`src/rtl/tmds_pkg.sv`:
```
// tmds_pkg
// Shared constants for the TMDS transmit path.
//   TMDS_SYM_W      : width of one TMDS symbol (10 bits).
//   CTRL_00..CTRL_11: the four TMDS control-period symbols, indexed by {C1,C0}.
//   cnt_w()         : width of a counter that must hold 0..n-1. It never
//                     returns less than 1.
package tmds_pkg;

  localparam int TMDS_SYM_W = 10;

  localparam logic [TMDS_SYM_W-1:0] CTRL_00 = 10'b1101010100;
  localparam logic [TMDS_SYM_W-1:0] CTRL_01 = 10'b0010101011;
  localparam logic [TMDS_SYM_W-1:0] CTRL_10 = 10'b0101010100;
  localparam logic [TMDS_SYM_W-1:0] CTRL_11 = 10'b1010101011;

  function automatic int cnt_w(input int n);
    return (n <= 2) ? 1 : $clog2(n);
  endfunction

endpackage

```
`src/rtl/serializer_10to1_mod_counter.sv`:
```
// mod_counter
// Free-running modulo-MOD counter. It advances on every clock outside reset.
//   i_clk      : clock; the counter updates on the rising edge
//   i_rst_n    : synchronous active-low reset; forces the count to 0
//   o_wrapped  : high while the count is 0, that is, after reset or after the
//                count wraps from MOD-1 back to 0
module mod_counter
  import tmds_pkg::*;
#(
  parameter int MOD = 10
) (
  input  logic i_clk,
  input  logic i_rst_n,
  output logic o_wrapped
);

  localparam int W = cnt_w(MOD);

  logic [W-1:0] cnt_q;
  logic [W-1:0] cnt_d;

  always_comb begin
    cnt_d = cnt_q;
    if (!i_rst_n) begin
      cnt_d = '0;
    end else if (cnt_q == W'(MOD - 1)) begin
      cnt_d = '0;
    end else begin
      cnt_d = cnt_q + 1'b1;
    end
  end

  always_ff @(posedge i_clk) begin
    cnt_q <= cnt_d;
  end

  assign o_wrapped = (cnt_q == '0);

endmodule

```
`src/rtl/serializer_10to1.sv`:
```
// serializer_10to1
// Parallel-to-serial converter for one TMDS channel. One DATA_W-bit symbol is
// captured every DATA_W clocks. The symbol is shifted out one bit per clock,
// so o_data is a continuous bitstream with no idle bits between symbols.
//   i_clk    : bit-rate clock; all logic uses the rising edge
//   i_rst_n  : synchronous active-low reset. It clears all state, and any
//              symbol in flight is dropped.
//   i_data   : parallel symbol. It is sampled only on the edge that closes a
//              cycle with o_load high.
//   o_load   : high in the cycle whose closing edge samples i_data
//   o_data   : registered serial bit. Bit j of a symbol captured at edge E is
//              driven from edge E+j.
// MSB_FIRST=0 sends bit 0 first. MSB_FIRST=1 sends bit DATA_W-1 first.
module serializer_10to1
  import tmds_pkg::*;
#(
  parameter int DATA_W    = TMDS_SYM_W,
  parameter bit MSB_FIRST = 1'b0
) (
  input  logic              i_clk,
  input  logic              i_rst_n,
  input  logic [DATA_W-1:0] i_data,
  output logic              o_load,
  output logic              o_data
);

  logic              at_zero;
  logic [DATA_W-1:0] shreg_q;
  logic [DATA_W-1:0] shreg_d;
  logic              data_q;
  logic              data_d;

  // The bit counter wraps every DATA_W clocks. A count of 0 marks the load slot.
  mod_counter #(
    .MOD (DATA_W)
  ) u_bit_cnt (
    .i_clk     (i_clk),
    .i_rst_n   (i_rst_n),
    .o_wrapped (at_zero)
  );

  // The first bit of a symbol goes to the output register straight from
  // i_data. Only the remaining bits are parked in shreg, so the stream has
  // no gap at symbol boundaries.
  always_comb begin
    shreg_d = shreg_q;
    data_d  = data_q;
    if (!i_rst_n) begin
      shreg_d = '0;
      data_d  = 1'b0;
    end else if (at_zero) begin
      if (MSB_FIRST) begin
        data_d  = i_data[DATA_W-1];
        shreg_d = i_data << 1;
      end else begin
        data_d  = i_data[0];
        shreg_d = i_data >> 1;
      end
    end else begin
      if (MSB_FIRST) begin
        data_d  = shreg_q[DATA_W-1];
        shreg_d = shreg_q << 1;
      end else begin
        data_d  = shreg_q[0];
        shreg_d = shreg_q >> 1;
      end
    end
  end

  always_ff @(posedge i_clk) begin
    shreg_q <= shreg_d;
    data_q  <= data_d;
  end

  // o_load is gated by the reset pin, so it reads 0 throughout reset.
  // It reads 1 as soon as reset is released.
  assign o_load = at_zero && i_rst_n;
  assign o_data = data_q;

endmodule

```
`config.mk`:
```
export PLATFORM = sky130hd
export DESIGN_NAME = serializer_10to1
export DESIGN_NICKNAME = d
export VERILOG_FILES = /design/src/rtl/tmds_pkg.sv /design/src/rtl/serializer_10to1_mod_counter.sv /design/src/rtl/serializer_10to1.sv
export SDC_FILE = /design/constraint.sdc
export NUM_CORES = 1
export LEC_CHECK = 0
export ABC_AREA = 1
export BUFFER_PORTS_ARGS = -buffer_cell sky130_fd_sc_hd__buf_2
export CAP_MARGIN = 20
export CORE_MARGIN = 2
export CORE_UTILIZATION = 45
export CTS_CLUSTER_DIAMETER = 80
export DETAILED_ROUTE_END_ITERATION = 8
export GPL_TIMING_DRIVEN = 0
export PLACE_DENSITY_LB_ADDON = 0.08
export SYNTH_ARGS = -nofsm -noshare
export SYNTH_HDL_FRONTEND = slang
export SYNTH_SLANG_ARGS = --single-unit
```
`constraint.sdc`:
```
create_clock -name i_clk -period 1.6 [get_ports i_clk]
set_input_delay 0.32 -clock i_clk [delete_from_list [all_inputs] [get_ports i_clk]]
set_output_delay 0.32 -clock i_clk [all_outputs]
set_load 0.02 [all_outputs]
```
==> impl.org, run 1 <==
** Status
- Run status :: finished clean

** Synthesis
- Synthesis handed over a netlist of 86 instances.
- Count of cell types in the netlist :: 15
- Most numerous cell types in the synthesized netlist :: sky130_fd_sc_hd__inv_1 (15), sky130_fd_sc_hd__dfxtp_1 (14), sky130_fd_sc_hd__nor2_1 (13)
- Cell types occupying the most area after synthesis :: sky130_fd_sc_hd__dfxtp_1 (43%), sky130_fd_sc_hd__inv_1 (8.7%), sky130_fd_sc_hd__nand3_1 (8.5%), sky130_fd_sc_hd__nor2_1 (7.6%), sky130_fd_sc_hd__a21oi_1 (7.0%)
- Mean instance size in the synthesized netlist :: 7.507 um2
- For this run, the number of Yosys warnings is 0.
- Most instantiated flip-flop cell in the synthesis netlist :: sky130_fd_sc_hd__dfxtp_1
- Flops & latches, synth :: 14
- The number of nets handed over by synthesis was 101.
- Among all cell types in the netlist, the one instantiated most often is sky130_fd_sc_hd__inv_1.
- Sequential cells were found to cover 43.41% of the synthesized design area.
- Of all cell types, the one taking the most synthesized area is sky130_fd_sc_hd__dfxtp_1.
- Of all flip-flops after synthesis, the portion carrying an async set or reset was 0%.
- Number of synthesized flops with an enable pin :: 0
- Synth Cell Area :: 645.6 um2
- Proportion of netlist area held by the largest area contributor :: 43.41%

** Clocking
- No sink is reached through more buffers than the 2 on the longest clock path.
- Post-CTS clock slew at the launch and capture registers of the worst setup and hold paths :: 0.08 ns
- In this run, CTS created clock tree buffers numbering 3.
- TritonCTS clock tree :: done
- The later pin in the worst-skew pair is clocked with a latency of 0.27 ns.
- Buffers inserted to repair hold after CTS numbered 0.
- CTS H-tree lvls :: 1
- Clock Sink Count :: 14
- In this run the clock root is driven by a sky130_fd_sc_hd__clkbuf_4.

** Power and ir drop
- The internal portion of the total power is 0.6220 mW.
- In this run, flip-flops and latches consume 47.7% of the power.
- Worst-case vdd ir drop :: 0.6384 mV
- Per report_power, the clock group accounts for 29.3% of the total.
- Leakage power figure :: 0.4397 nW
- Dividing total power by cell area gives a power density of 986.3 mW/mm2.
- For this design the total switching power over the nets is 0.2196 mW.
- Share of total power in combinational logic :: 23.0%
- In this run switching power makes up 26.09% of total power.

** Placed design
- After legalization and detailed placement, the total HPWL measured 759.2 um.
- Summing all placed instances gives a cell area of 729.5 um2.
- Placer's final routability congestion estimate :: 0.6913
- Port Buffers :: 13

** Global route
- The via count of the first global-routing pass was 481.
- The initial antenna violation count came to 0.
- First-pass GRT wire length :: 1918 um
- Entering global routing, the biggest net connects 11 pins.
- Global routing finished with a remaining overflow of 0.
- For this run, the total global-route usage over all layers was measured as 14.32%.

** Timing
- Total count of hold-check failures in the final report :: 0
- Crit share post-route :: 95.69%
- Unrepaired setup endpoints after global routing :: no
- Setup violations remaining at the end of the flow were counted as 0.
- Achievable Freq :: 653.2 MHz
- The max-slew violation count is 0.
- Worst Skew :: 0.0006636 ns
- Setup_tns :: 0 ns
- Slew at the pin with the worst max-slew slack :: 0.2454 ns
- Relative slew slack :: 83.62%
- Clock period minus final worst setup slack :: 1.531 ns

** Critical path
- Traced cell by cell, the critical path runs through inv_2 -> ha_4 -> buf_6 -> nand2_2 -> nor2_2 -> buf_6.
- Maximum fanout along the worst path :: 6
- The slowest stage of the critical path is the sky130_fd_sc_hd__dfxtp_4 cell.
- Buf/Inv on CP :: 3
- For the worst setup path, the data required time is 1.28 ns.
- The worst setup path is captured at an output pin.
- The worst register-to-register path ends at shreg_q[6].
- STA classifies the critical path startpoint as a register.
- Arrival time of the worst setup path :: 1.21 ns
- The cell that appears most often on the critical path is sky130_fd_sc_hd__buf_6.
- On the critical path the largest part of the delay comes from flip-flops.
- Path depth of the worst reg2reg path :: 7
- The worst register-to-register path begins at u_bit_cnt.cnt_q[0].
- In this design, the stage delay of the slowest critical-path cell is 0.37 ns.
- By startpoint and endpoint, the worst setup path is classified as register to output pin.
- Setup slack on the worst reg-to-reg path comes out at 0.30 ns.

** Final layout
- Proportion of layout cells with a drive suffix above 1 :: 33.64%
- Summing all flip-flop and latch instances after layout gives 285.3 um2.
- The multi-input combinational cells in the finished layout cover a total of 291.5 um2.
- Filler cells :: 137
- Compared with the post-synthesis result, the final layout area differs by 32.17%.
- The number of antenna diodes in the final layout is 0.
- Once layout is done, the placed cells without fillers occupy 853.3 um2.
- Final nets :: 126

** Floorplan
- Placeable core region :: 0.001318 mm2
- Starting density of the core :: 49.00%
- The die covers 0.001754 mm2.
- The die is 41.88 um tall.
- Floorplan row count :: 13
- Number of primary I/O pins :: 14
- DIE WIDTH :: 41.88 um

** Hold path
- Worst min-delay path endpoint :: shreg_q[8]
- Along the worst hold path, the cell count comes to 2.
- The worst hold path belongs to the class primary input to register.
- The startpoint identified for the worst hold timing path is i_data[9].

** Routing
- The detail route stage leaves a number of antenna-violating nets equal to 0.
- Drt initial violations :: 11
- Detail-routed via count per cell :: 4.552
- In the routed design, unresolved DRC markers number 0.
- Before antenna repair, the detailed router went through 6 iterations.
- For this block, the routed nets add up to 1128 um of wire.
- Wire length per cell :: 9.024 um
- Detailed routing inserted a total of 569 vias.

** Job
- Number of maximum-capacitance violations :: 0
worst reg2reg max path: stages (launching register included):
cell and delay (ns):
sky130_fd_sc_hd__dfxtp_4 0.39, sky130_fd_sc_hd__inv_2 0.05, sky130_fd_sc_hd__ha_4 0.15, sky130_fd_sc_hd__buf_6 0.11, sky130_fd_sc_hd__buf_4 0.16, sky130_fd_sc_hd__buf_6 0.14
sky130_fd_sc_hd__a21oi_1 0.15, sky130_fd_sc_hd__nor2_1 0.06
metal layers:
metal / GRT usage, % / part of all wire (%) / routed length [um] / vias to the layer above
met4: 9.677 / 2.0 / 23 / 0
met3: 3.913 / 4.1 / 46 / 4
met5: 0 / 0 / 0 / -
li1: - / - / - / 314
met1: 18.40 / 46 / 519 / 241
met2: 20.63 / 48 / 539 / 10
layout make-up:
type,count,area share (%)
Tap cell,15,2.199
Timing Repair Buffer,20,14.52
Sequential cell,14,33.43
Clock buffer,4,4.252
Inverter,15,6.598
Buffer,4,4.839
Multi-Input combinational cell,53,34.16
logic make-up after synthesis:
kind of cell | after synthesis | share of synthesized area, %
adder cells (fa/ha/maj) | 3 | 5.815
AND/OR/NAND/NOR | 39 | 26.94
AO/OA/AOI/OAI | 10 | 8.333
XOR/XNOR | 1 | 1.357
buffers and inverters | 19 | 14.15
flip-flops | 14 | 43.41
sequential cells by signal, summed over array words and instances (netlist names):
name / count
o_data: 1
shreg_q: 9
u_bit_cnt.cnt_q: 4
worst max-delay path by stage:
stage	start	endpoint	slack [ns]	depth (start not counted)
2_1_floorplan	u_bit_cnt.cnt_q[0]	o_load	0.22	5
3_3_place_gp	u_bit_cnt.cnt_q[0]	o_load	0.17	6
3_5_place_dp	u_bit_cnt.cnt_q[0]	o_load	0.16	6
4_1_cts	u_bit_cnt.cnt_q[0]	o_load	0.005	6
5_1_grt	u_bit_cnt.cnt_q[0]	o_load	0.0009	6
6_report	u_bit_cnt.cnt_q[0]	o_load	0.07	6
placed cells by master (no fill, tap or decap):
cell	count
sky130_fd_sc_hd__a21oi_2	1
sky130_fd_sc_hd__nor2_2	1
sky130_fd_sc_hd__dfxtp_1	12
sky130_fd_sc_hd__buf_6	4
sky130_fd_sc_hd__xnor2_1	1
sky130_fd_sc_hd__nor2_1	12
sky130_fd_sc_hd__inv_1	13
sky130_fd_sc_hd__nand2_2	1
sky130_fd_sc_hd__clkbuf_4	4
sky130_fd_sc_hd__nor3b_1	1
sky130_fd_sc_hd__ha_4	1
sky130_fd_sc_hd__ha_1	2
sky130_fd_sc_hd__buf_4	7
sky130_fd_sc_hd__a21oi_1	9
sky130_fd_sc_hd__buf_2	12
sky130_fd_sc_hd__clkbuf_8	1
sky130_fd_sc_hd__nand4_1	1
sky130_fd_sc_hd__dfxtp_4	1
sky130_fd_sc_hd__dfxtp_2	1
sky130_fd_sc_hd__nor2_4	1
sky130_fd_sc_hd__nand3_1	11
sky130_fd_sc_hd__inv_2	2
sky130_fd_sc_hd__nand2_1	11
stage by stage:
stage / util [%] / instances / power [mW] / setup WS (ns) / hold slack [ns]
2_1_floorplan: - / 86 / 0.5237 / 0.2174 / 0.4276
3_3_place_gp: 55.37 / 114 / 0.5624 / 0.1652 / 0.4327
3_5_place_dp: 55.37 / 114 / 0.5634 / 0.1623 / 0.4441
4_1_cts: 59.73 / 119 / 0.8294 / 0.004559 / 0.2790
5_1_grt: 64.77 / 125 / 0.8944 / 0.0008749 / 0.2942
6_report: 64.77 / 125 / 0.8416 / 0.06899 / 0.2986
what timing repair did:
item                                    CTS  global route
gates resized for setup                   6             7
endpoints found under the setup margin    1             1
cloned                                    0             0
pin swaps                                 0             2
buffers inserted                          1             6
power by group through the flow:
stage,sequential (mW),combinational [mW],clock (mW)
6_report,0.401,0.193,0.247
5_1_grt,0.404,0.219,0.272
4_1_cts,0.401,0.166,0.262
3_5_place_dp,0.409,0.154,0
3_3_place_gp,0.409,0.154,0
2_1_floorplan,0.410,0.114,0
Note: power is estimated with default switching activity, not from simulation.
==> inputs of run 2 (changes only) <==
--- a/config.mk
+++ b/config.mk
@@ -6,14 +6,15 @@
 export NUM_CORES = 1
 export LEC_CHECK = 0
 export ABC_AREA = 1
-export BUFFER_PORTS_ARGS = -buffer_cell sky130_fd_sc_hd__buf_2
 export CAP_MARGIN = 20
 export CORE_MARGIN = 2
 export CORE_UTILIZATION = 45
 export CTS_CLUSTER_DIAMETER = 80
 export DETAILED_ROUTE_END_ITERATION = 8
+export DONT_BUFFER_PORTS = 1
 export GPL_TIMING_DRIVEN = 0
 export PLACE_DENSITY_LB_ADDON = 0.08
+export SKIP_LAST_GASP = 1
 export SYNTH_ARGS = -nofsm -noshare
 export SYNTH_HDL_FRONTEND = slang
 export SYNTH_SLANG_ARGS = --single-unit
==> run 2 against run 1 <==
Net effect: combinational power decreased by 21%; worst hold slack got worse by 0.090 ns; total power fell by 12%; utilization decreased by 10 points; routed wire length shrank 6.6%; design area decreased by 16%; largest cell class unchanged; largest power group unchanged.
==> impl.org, run 2 (same netlist as run 1, synthesis figures left out) <==
** Final layout
- Layout Area Growth over Synthesis :: 11.63% (was 32.17%)
- Non-Filler Instances :: 106 (was 125)
- Number of flip-flops under the largest register name :: 9 (unchanged)
- The largest register by flop count is shreg_q (unchanged).
- The area of the multi-input gates is 284.0 um2 (was 291.5 um2).
- Filler cells :: 137 (unchanged)
- Commonest non-fill, non-tap cells in the layout :: sky130_fd_sc_hd__inv_1 (15), sky130_fd_sc_hd__nor2_1 (12), sky130_fd_sc_hd__dfxtp_1 (12), sky130_fd_sc_hd__nand3_1 (11), sky130_fd_sc_hd__nand2_1 (11) (was sky130_fd_sc_hd__inv_1 (13), sky130_fd_sc_hd__nor2_1 (12), sky130_fd_sc_hd__buf_2 (12), sky130_fd_sc_hd__dfxtp_1 (12))
- The layout cell share with drive strength beyond 1 was 16.48% (was 33.64%).
- The layout net count was 108 (was 126).
- Sequential cell area in the final layout :: 282.8 um2 (was 285.3 um2)
- The commonest non-fill, non-tap cell in the layout was sky130_fd_sc_hd__inv_1 (unchanged).
- The total inserted antenna cells was 0 (unchanged).
- Layout Cell Area excl Fill :: 720.7 um2 (was 853.3 um2)

** Floorplan
- The die span in y was 41.88 um (unchanged).
- The core area was 0.001318 mm2 (unchanged).
- The initial standard-cell utilization of the core is 49.00% (unchanged).
- The number of primary I/O pins was 14 (unchanged).
- The row count is 13 (unchanged).
- The floorplan die width was 41.88 um (unchanged).
- The full die area came to 0.001754 mm2 (unchanged).

** Routing
- The DRC marker count from the first detailed-route iteration is 8 (was 11).
- The wire length after detailed routing was 1054 um (was 1128 um).
- Count of nets left with antenna violations after detail routing :: 0 (unchanged)
- Wire length per cell :: 9.943 um (was 9.024 um)
- DRC violations left :: 0 (unchanged)
- The detailed-router iteration count before antenna repair is 5 (was 6).
- The total number of vias is 512 (was 569).
- The post-detailed-route via-to-cell ratio came to 4.830 (was 4.552).

** Timing
- Unrepaired setup endpoints after global routing :: no (unchanged)
- The setup total negative slack is 0 ns (unchanged).
- Achievable Freq :: 673.4 MHz (was 653.2 MHz)
- The setup clock skew after layout came to 0.001833 ns (was 0.0006636 ns).
- Relative slew slack :: 82.93% (was 83.62%)
- The hold violation count in the final report is 0 (unchanged).
- Crit share post-route :: 92.81% (was 95.69%)
- Min Hold Slack :: 0.2087 ns (was 0.2986 ns)
- The final number of setup-violating endpoints is 0 (unchanged).
- The final critical-path required period came to 1.485 ns (was 1.531 ns).
- Slew at the pin with the worst max-slew slack :: 0.2554 ns (was 0.2454 ns)
- Final Max Tran Viols :: 0 (unchanged)

** Placed design
- The count of input and output buffers came to 0 (was 13).
- Instance count after placement with tap cells included :: 101 (was 114)
- Placer's final routability congestion estimate :: 0.6890 (was 0.6913)
- The post-detailed-placement half-perimeter wirelength is 757.3 um (was 759.2 um).
- Area post-placement :: 664.4 um2 (was 729.5 um2)

** Clocking
- The hold buffer count at cts was 0 (unchanged).
- Clk buf depth :: 2 (unchanged)
- The TritonCTS clock tree is done (unchanged).
- Post-CTS clock slew at the launch and capture registers of the worst setup and hold paths :: 0.08 ns (about the same)
- Clock Sink Count :: 14 (unchanged)
- Cts bufs inserted :: 3 (unchanged)
- The clock root buffer master is sky130_fd_sc_hd__clkbuf_4 (unchanged).
- The clock insertion delay at the later pin of the skew report was 0.27 ns (about the same).
- The number of levels in the clock H-tree is 1 (unchanged).

** Power and ir drop
- The maximum resistive drop on vdd is 0.8150 mV (was 0.6384 mV).
- Leakage power figure :: 0.3554 nW (was 0.4397 nW)
- The overall power is 0.7444 mW (was 0.8416 mW).
- The cell area power density is 1033 mW/mm2 (was 986.3 mW/mm2).

** Critical path
- Crit path max-delay cell type :: sky130_fd_sc_hd__dfxtp_1 (was sky130_fd_sc_hd__dfxtp_4)
- Crit path required time :: 1.28 ns (about the same)
- The type of the setup path with the least slack was register to output pin (unchanged).
- Cells along the critical path :: nor2_4 -> nand2_2 -> nor2_4 (was inv_2 -> ha_4 -> buf_6 -> nand2_2 -> nor2_2 -> buf_6)
- Maximum fanout along the worst path :: 10 (was 6)
- Most frequent cell on the critical path :: sky130_fd_sc_hd__nor2_4 (was sky130_fd_sc_hd__buf_6)
- Type of destination of the critical path :: output pin (unchanged)
- The startpoint class of the critical path was a register (unchanged).
- The data arrival at the endpoint of the critical path came to 1.16 ns (was 1.21 ns).
- CP peak stage delay :: 0.36 ns (was 0.37 ns)

** Global route
- Total track usage :: 13.76% (was 14.32%)
- Pin count of the biggest net entering global routing :: 11 (unchanged)
- The global-route wire length before repair came to 1842 um (was 1918 um).
- Initial antenna violation count :: 0 (unchanged)
- The via count of the first global-routing pass came to 430 (was 481).
- Overall overflow remaining after global route :: 0 (unchanged)

** Hold path
- The worst min-delay path category is primary input to register (unchanged).

** Job
- Number of maximum-capacitance violations :: 0 (unchanged)

** Status
- Run status: finished clean (unchanged).
## run 2: routing by layer
metal / up-vias / routed length, um / global-route usage, %
met1: 221 / 512 / 18.04
met5: - / 0 / 0
met2: 12 / 476 / 20.00
li1: 277 / - / -
met3: 2 / 56 / 6.522
met4: 0 / 9 / 3.871
## run 2: final cells by class
type                            instances  share of cell area, %
Tap cell                               15                  2.604
Timing Repair Buffer                    2                  2.083
Buffer                                  4                  5.729
Sequential cell                        14                  39.24
Multi-Input combinational cell         53                  39.41
Inverter                               15                  7.813
Clock buffer                            3                  3.125
## run 2: path summary, 6_finish.rpt
| path | slack, ns | start | to | depth (start not counted) |
|---|---|---|---|---|
| min reg2reg | 0.46 | shreg_q[4] | shreg_q[3] | 2 |
| max | 0.12 | u_bit_cnt.cnt_q[3] | o_load | 3 |
| min | 0.21 | i_data[9] | shreg_q[8] | 1 |
| max reg2reg | 0.25 | u_bit_cnt.cnt_q[0] | shreg_q[4] | 7 |
## run 2: timing repair
action | 4_1_cts | 5_1_grt
buffers inserted | 0 | 2
pin swaps | 1 | 1
gates resized for setup | 6 | 1
setup endpoints to repair | 1 | 1
## run 2: power by group
group | switching (mW) | internal (mW)
Sequential | 0.0207 | 0.385
Clock | 0.0990 | 0.0870
Combinational | 0.0821 | 0.0703
## run 2: stage by stage
stage	utilization, %	setup WS (ns)
floorplan	-	0.2174
global placement	50.43	0.1179
detailed placement	50.43	0.08883
CTS	53.47	0.008876
global route	54.70	0.01978
finish	54.70	0.1151
## run 2: worst max-delay path, delay by kind of cell, from the launching register on
kind / cells / cell delay (ns)
DFF: 1 / 0.36
and+or+nand+nor: 3 / 0.53
==> inputs of run 3 (changes only) <==
--- a/config.mk
+++ b/config.mk
@@ -7,11 +7,12 @@
 export LEC_CHECK = 0
 export ABC_AREA = 1
 export CAP_MARGIN = 20
-export CORE_MARGIN = 2
+export CORE_MARGIN = 1.5
 export CORE_UTILIZATION = 45
 export CTS_CLUSTER_DIAMETER = 80
 export DETAILED_ROUTE_END_ITERATION = 8
 export DONT_BUFFER_PORTS = 1
+export GPL_ROUTABILITY_DRIVEN = 0
 export GPL_TIMING_DRIVEN = 0
 export PLACE_DENSITY_LB_ADDON = 0.08
 export SKIP_LAST_GASP = 1
==> run 3 against run 2 <==
Net effect: clock power up 35%; total power increased by 9.1%; worst setup slack got worse by 0.032 ns; via count down 0.78%; sequential power barely moved; highest routed layer unchanged; sequential share of layout area decreased by 0.87 points; utilization increased by 1.2 points; sequential cell count unchanged; cell count is 0.94% higher; count of clock-buffer cells in the layout is 1 higher; register-to-register slack hardly changed.
==> impl.org, run 3 (same netlist as run 1, synthesis figures left out) <==
** Timing
- The post-route fraction of the period consumed by the critical path was 94.83% (was 92.81%).
- Fin worst setup slack :: 0.08268 ns (was 0.1151 ns)
- The worst hold slack was 0.1964 ns (was 0.2087 ns).
- The measured slew at the worst slew-check pin came to 0.2484 ns (was 0.2554 ns).
- The final critical-path required period came to 1.517 ns (was 1.485 ns).
- Number of failing setup endpoints in the final timing report :: 0 (unchanged)
- The peak clock frequency supported by timing is 659.1 MHz (was 673.4 MHz).
- Worst Skew :: 0.002351 ns (was 0.001833 ns)
- Total count of hold-check failures in the final report :: 0 (unchanged)
- Relative slew slack :: 83.40% (was 82.93%)
- Final Max Tran Viols :: 0 (unchanged)

** Final layout
- Proportion of layout cells with a drive suffix above 1 :: 18.48% (was 16.48%)
- N_diodes :: 0 (unchanged)
- Number of flip-flops under the largest register name :: 9 (unchanged)
- The fill cell total of the finished layout came to 148 (was 137).
- Layout Area Growth over Synthesis :: 14.15% (was 11.63%)
- The layout net count was 108 (unchanged).
- Commonest non-fill, non-tap cells in the layout: sky130_fd_sc_hd__inv_1 (15), sky130_fd_sc_hd__nor2_1 (12), sky130_fd_sc_hd__dfxtp_1 (12), sky130_fd_sc_hd__nand3_1 (11), sky130_fd_sc_hd__nand2_1 (11) (unchanged).
- The area of all placed cells without fillers came to 737.0 um2 (was 720.7 um2).
- Non-Filler Instances :: 107 (was 106)
- The commonest non-fill, non-tap cell in the layout was sky130_fd_sc_hd__inv_1 (unchanged).
- The largest register by flop count is shreg_q (unchanged).

** Routing
- The detailed-router iteration count before antenna repair was 2 (was 5).
- Total via count in the routed design :: 508 (was 512)
- The DRC marker count from the first detailed-route iteration came to 8 (unchanged).
- The average detailed-routed wire length per instance came to 10.36 um (was 9.943 um).
- Detail-routed via count per cell :: 4.748 (was 4.830)
- The wire length after detailed routing came to 1109 um (was 1054 um).
- DRC violations left :: 0 (unchanged)
- The residual antenna-violating net count after detailed routing is 0 (unchanged).

** Placed design
- Post-Place Setup Slack :: 0.09635 ns (was 0.08883 ns)
- The instance count after placement with tap cells included is 101 (unchanged).
- Final HPWL from detailed placement :: 782.7 um (was 757.3 um)
- The post-detailed-placement cell area is 664.4 um2 (unchanged).
- The count of input and output buffers was 0 (unchanged).

** Global route
- The via count of the first global-routing pass was 411 (was 430).
- The total grt overflow was 0 (unchanged).
- Total track usage :: 16.89% (was 13.76%)
- First-pass GRT wire length :: 1787 um (was 1842 um)
- Initial antenna violation count :: 0 (unchanged)
- The largest net degree at the start of global routing came to 11 (unchanged).

** Power and ir drop
- The portion of total power attributed to sequential cells was 50.2% (was 54.5%).
- Leakage power figure :: 0.3615 nW (was 0.3554 nW)
- Worst-case vdd ir drop :: 0.5377 mV (was 0.8150 mV)
- Pwr dens :: 1101 mW/mm2 (was 1033 mW/mm2)
- The proportion of power drawn by the clock network came to 31.0% (was 25.0%).
- Internal Power :: 0.5945 mW (was 0.5426 mW)
- The total net switching power came to 0.2172 mW (was 0.2017 mW).
- The overall power was 0.8117 mW (was 0.7444 mW).
- The share of total power in combinational logic is 18.8% (was 20.5%).
- The net switching share of the total power came to 26.76% (was 27.10%).

** Critical path
- Type of destination of the critical path :: output pin (unchanged)
- The internal reg-to-reg setup slack was 0.24 ns (was 0.25 ns).
- Path depth of the worst reg2reg path :: 7 (unchanged)
- The highest fanout seen on the critical path is 5 (was 10).
- Arrival time of the worst setup path :: 1.20 ns (was 1.16 ns)
- The launching point of the worst reg2reg path is u_bit_cnt.cnt_q[0] (unchanged).
- Startpoint-to-endpoint class of the critical path :: register to output pin (unchanged)
- Crit path required time :: 1.28 ns (about the same)
- Endpoint of the lowest-slack register-to-register path :: shreg_q[6] (was shreg_q[4])
- CP Launch Type :: register (unchanged)

** Hold path
- The worst min-delay path category was primary input to register (unchanged).
- Worst hold stages :: 1 (unchanged)
- Beginning of the worst hold path :: i_data[9] (unchanged)
- Worst min-delay path endpoint :: shreg_q[8] (unchanged)

** Job
- The max-capacitance violation count was 0 (unchanged).

** Clocking
- CTS H-tree lvls :: 1 (unchanged)
- The clock sink count was 14 (unchanged).
- TritonCTS clock tree :: done (unchanged)
- The clock insertion delay at the later pin of the skew report is 0.27 ns (about the same).
- The clock root buffer master was sky130_fd_sc_hd__clkbuf_4 (unchanged).
- The hold buffer count at cts is 0 (unchanged).
- Post-CTS clock slew at the launch and capture registers of the worst setup and hold paths :: 0.09 ns (was 0.08 ns)
- Cts bufs inserted :: 3 (unchanged)
- The number of buffers between clock root and the deepest sink was 2 (unchanged).

** Floorplan
- The initial standard-cell utilization of the core was 49.00% (unchanged).
- Number of primary I/O pins :: 14 (unchanged)
- Die Height :: 40.88 um (was 41.88 um)
- The floorplan die width came to 40.88 um (was 41.88 um).
- Floorplan row count :: 13 (unchanged)
- The full die area was 0.001671 mm2 (was 0.001754 mm2).
- The core area is 0.001318 mm2 (unchanged).

** Status
- Run status :: finished clean (unchanged)
-- run 3: metal layers --
layer	wire (um)	share of wire [%]	global-route usage [%]
met1	557	50	23.03
met5	0	0	0
met2	502	45	22.66
met3	39	3.5	5.435
met4	10	0.90	10.00
-- run 3: critical path, stage by stage (launching register included) --
cell                      delay (ns)
sky130_fd_sc_hd__dfxtp_2        0.34
sky130_fd_sc_hd__inv_1          0.08
sky130_fd_sc_hd__ha_2           0.17
sky130_fd_sc_hd__buf_6          0.11
sky130_fd_sc_hd__nand2_2        0.07
sky130_fd_sc_hd__nor2_4         0.16
-- run 3: layout make-up --
| cell class | count | area, um2 | share of cell area (%) |
|---|---|---|---|
| plain buffers | 4 | 41.29 | 5.603 |
| clock buffers | 4 | 36.28 | 4.924 |
| inverters | 15 | 56.30 | 7.640 |
| multi-input cells | 53 | 286.5 | 38.88 |
| flip-flops and latches | 14 | 282.8 | 38.37 |
| well taps | 15 | 18.77 | 2.547 |
| repair buffers | 2 | 15.01 | 2.037 |
-- run 3: per-stage QoR --
| stage | util, % | setup TNS [ns] |
|---|---|---|
| final | 55.94 | 0 |
| after global routing | 55.94 | -0.0006929 |
| after detailed placement | 50.43 | 0 |
| after global placement | 50.43 | 0 |
| after floorplan | - | 0 |
| after CTS | 54.61 | 0 |
-- run 3: what timing repair did --
item                                    CTS  global route
endpoints found under the setup margin    1             1
setup buffers                             0             2
resized for setup                         7             1
pin swaps                                 1             1
-- run 3: worst max-delay path by stage --
stage                                  start  endpoint  slack [ns]  cells after the start
after floorplan           u_bit_cnt.cnt_q[0]    o_load        0.22                      5
after global placement    u_bit_cnt.cnt_q[0]    o_load        0.12                      5
after detailed placement  u_bit_cnt.cnt_q[0]    o_load         0.1                      5
after CTS                 u_bit_cnt.cnt_q[1]    o_load       0.006                      5
after global routing      u_bit_cnt.cnt_q[0]    o_load     -0.0007                      5
final                     u_bit_cnt.cnt_q[1]    o_load        0.08                      5
-- run 3: power by group through the flow --
stage	Clock [mW]	Combinational, mW	Sequential [mW]
floorplan	0	0.114	0.410
global placement	0	0.132	0.413
detailed placement	0	0.135	0.414
CTS	0.260	0.147	0.408
global route	0.279	0.178	0.412
finish	0.252	0.153	0.407
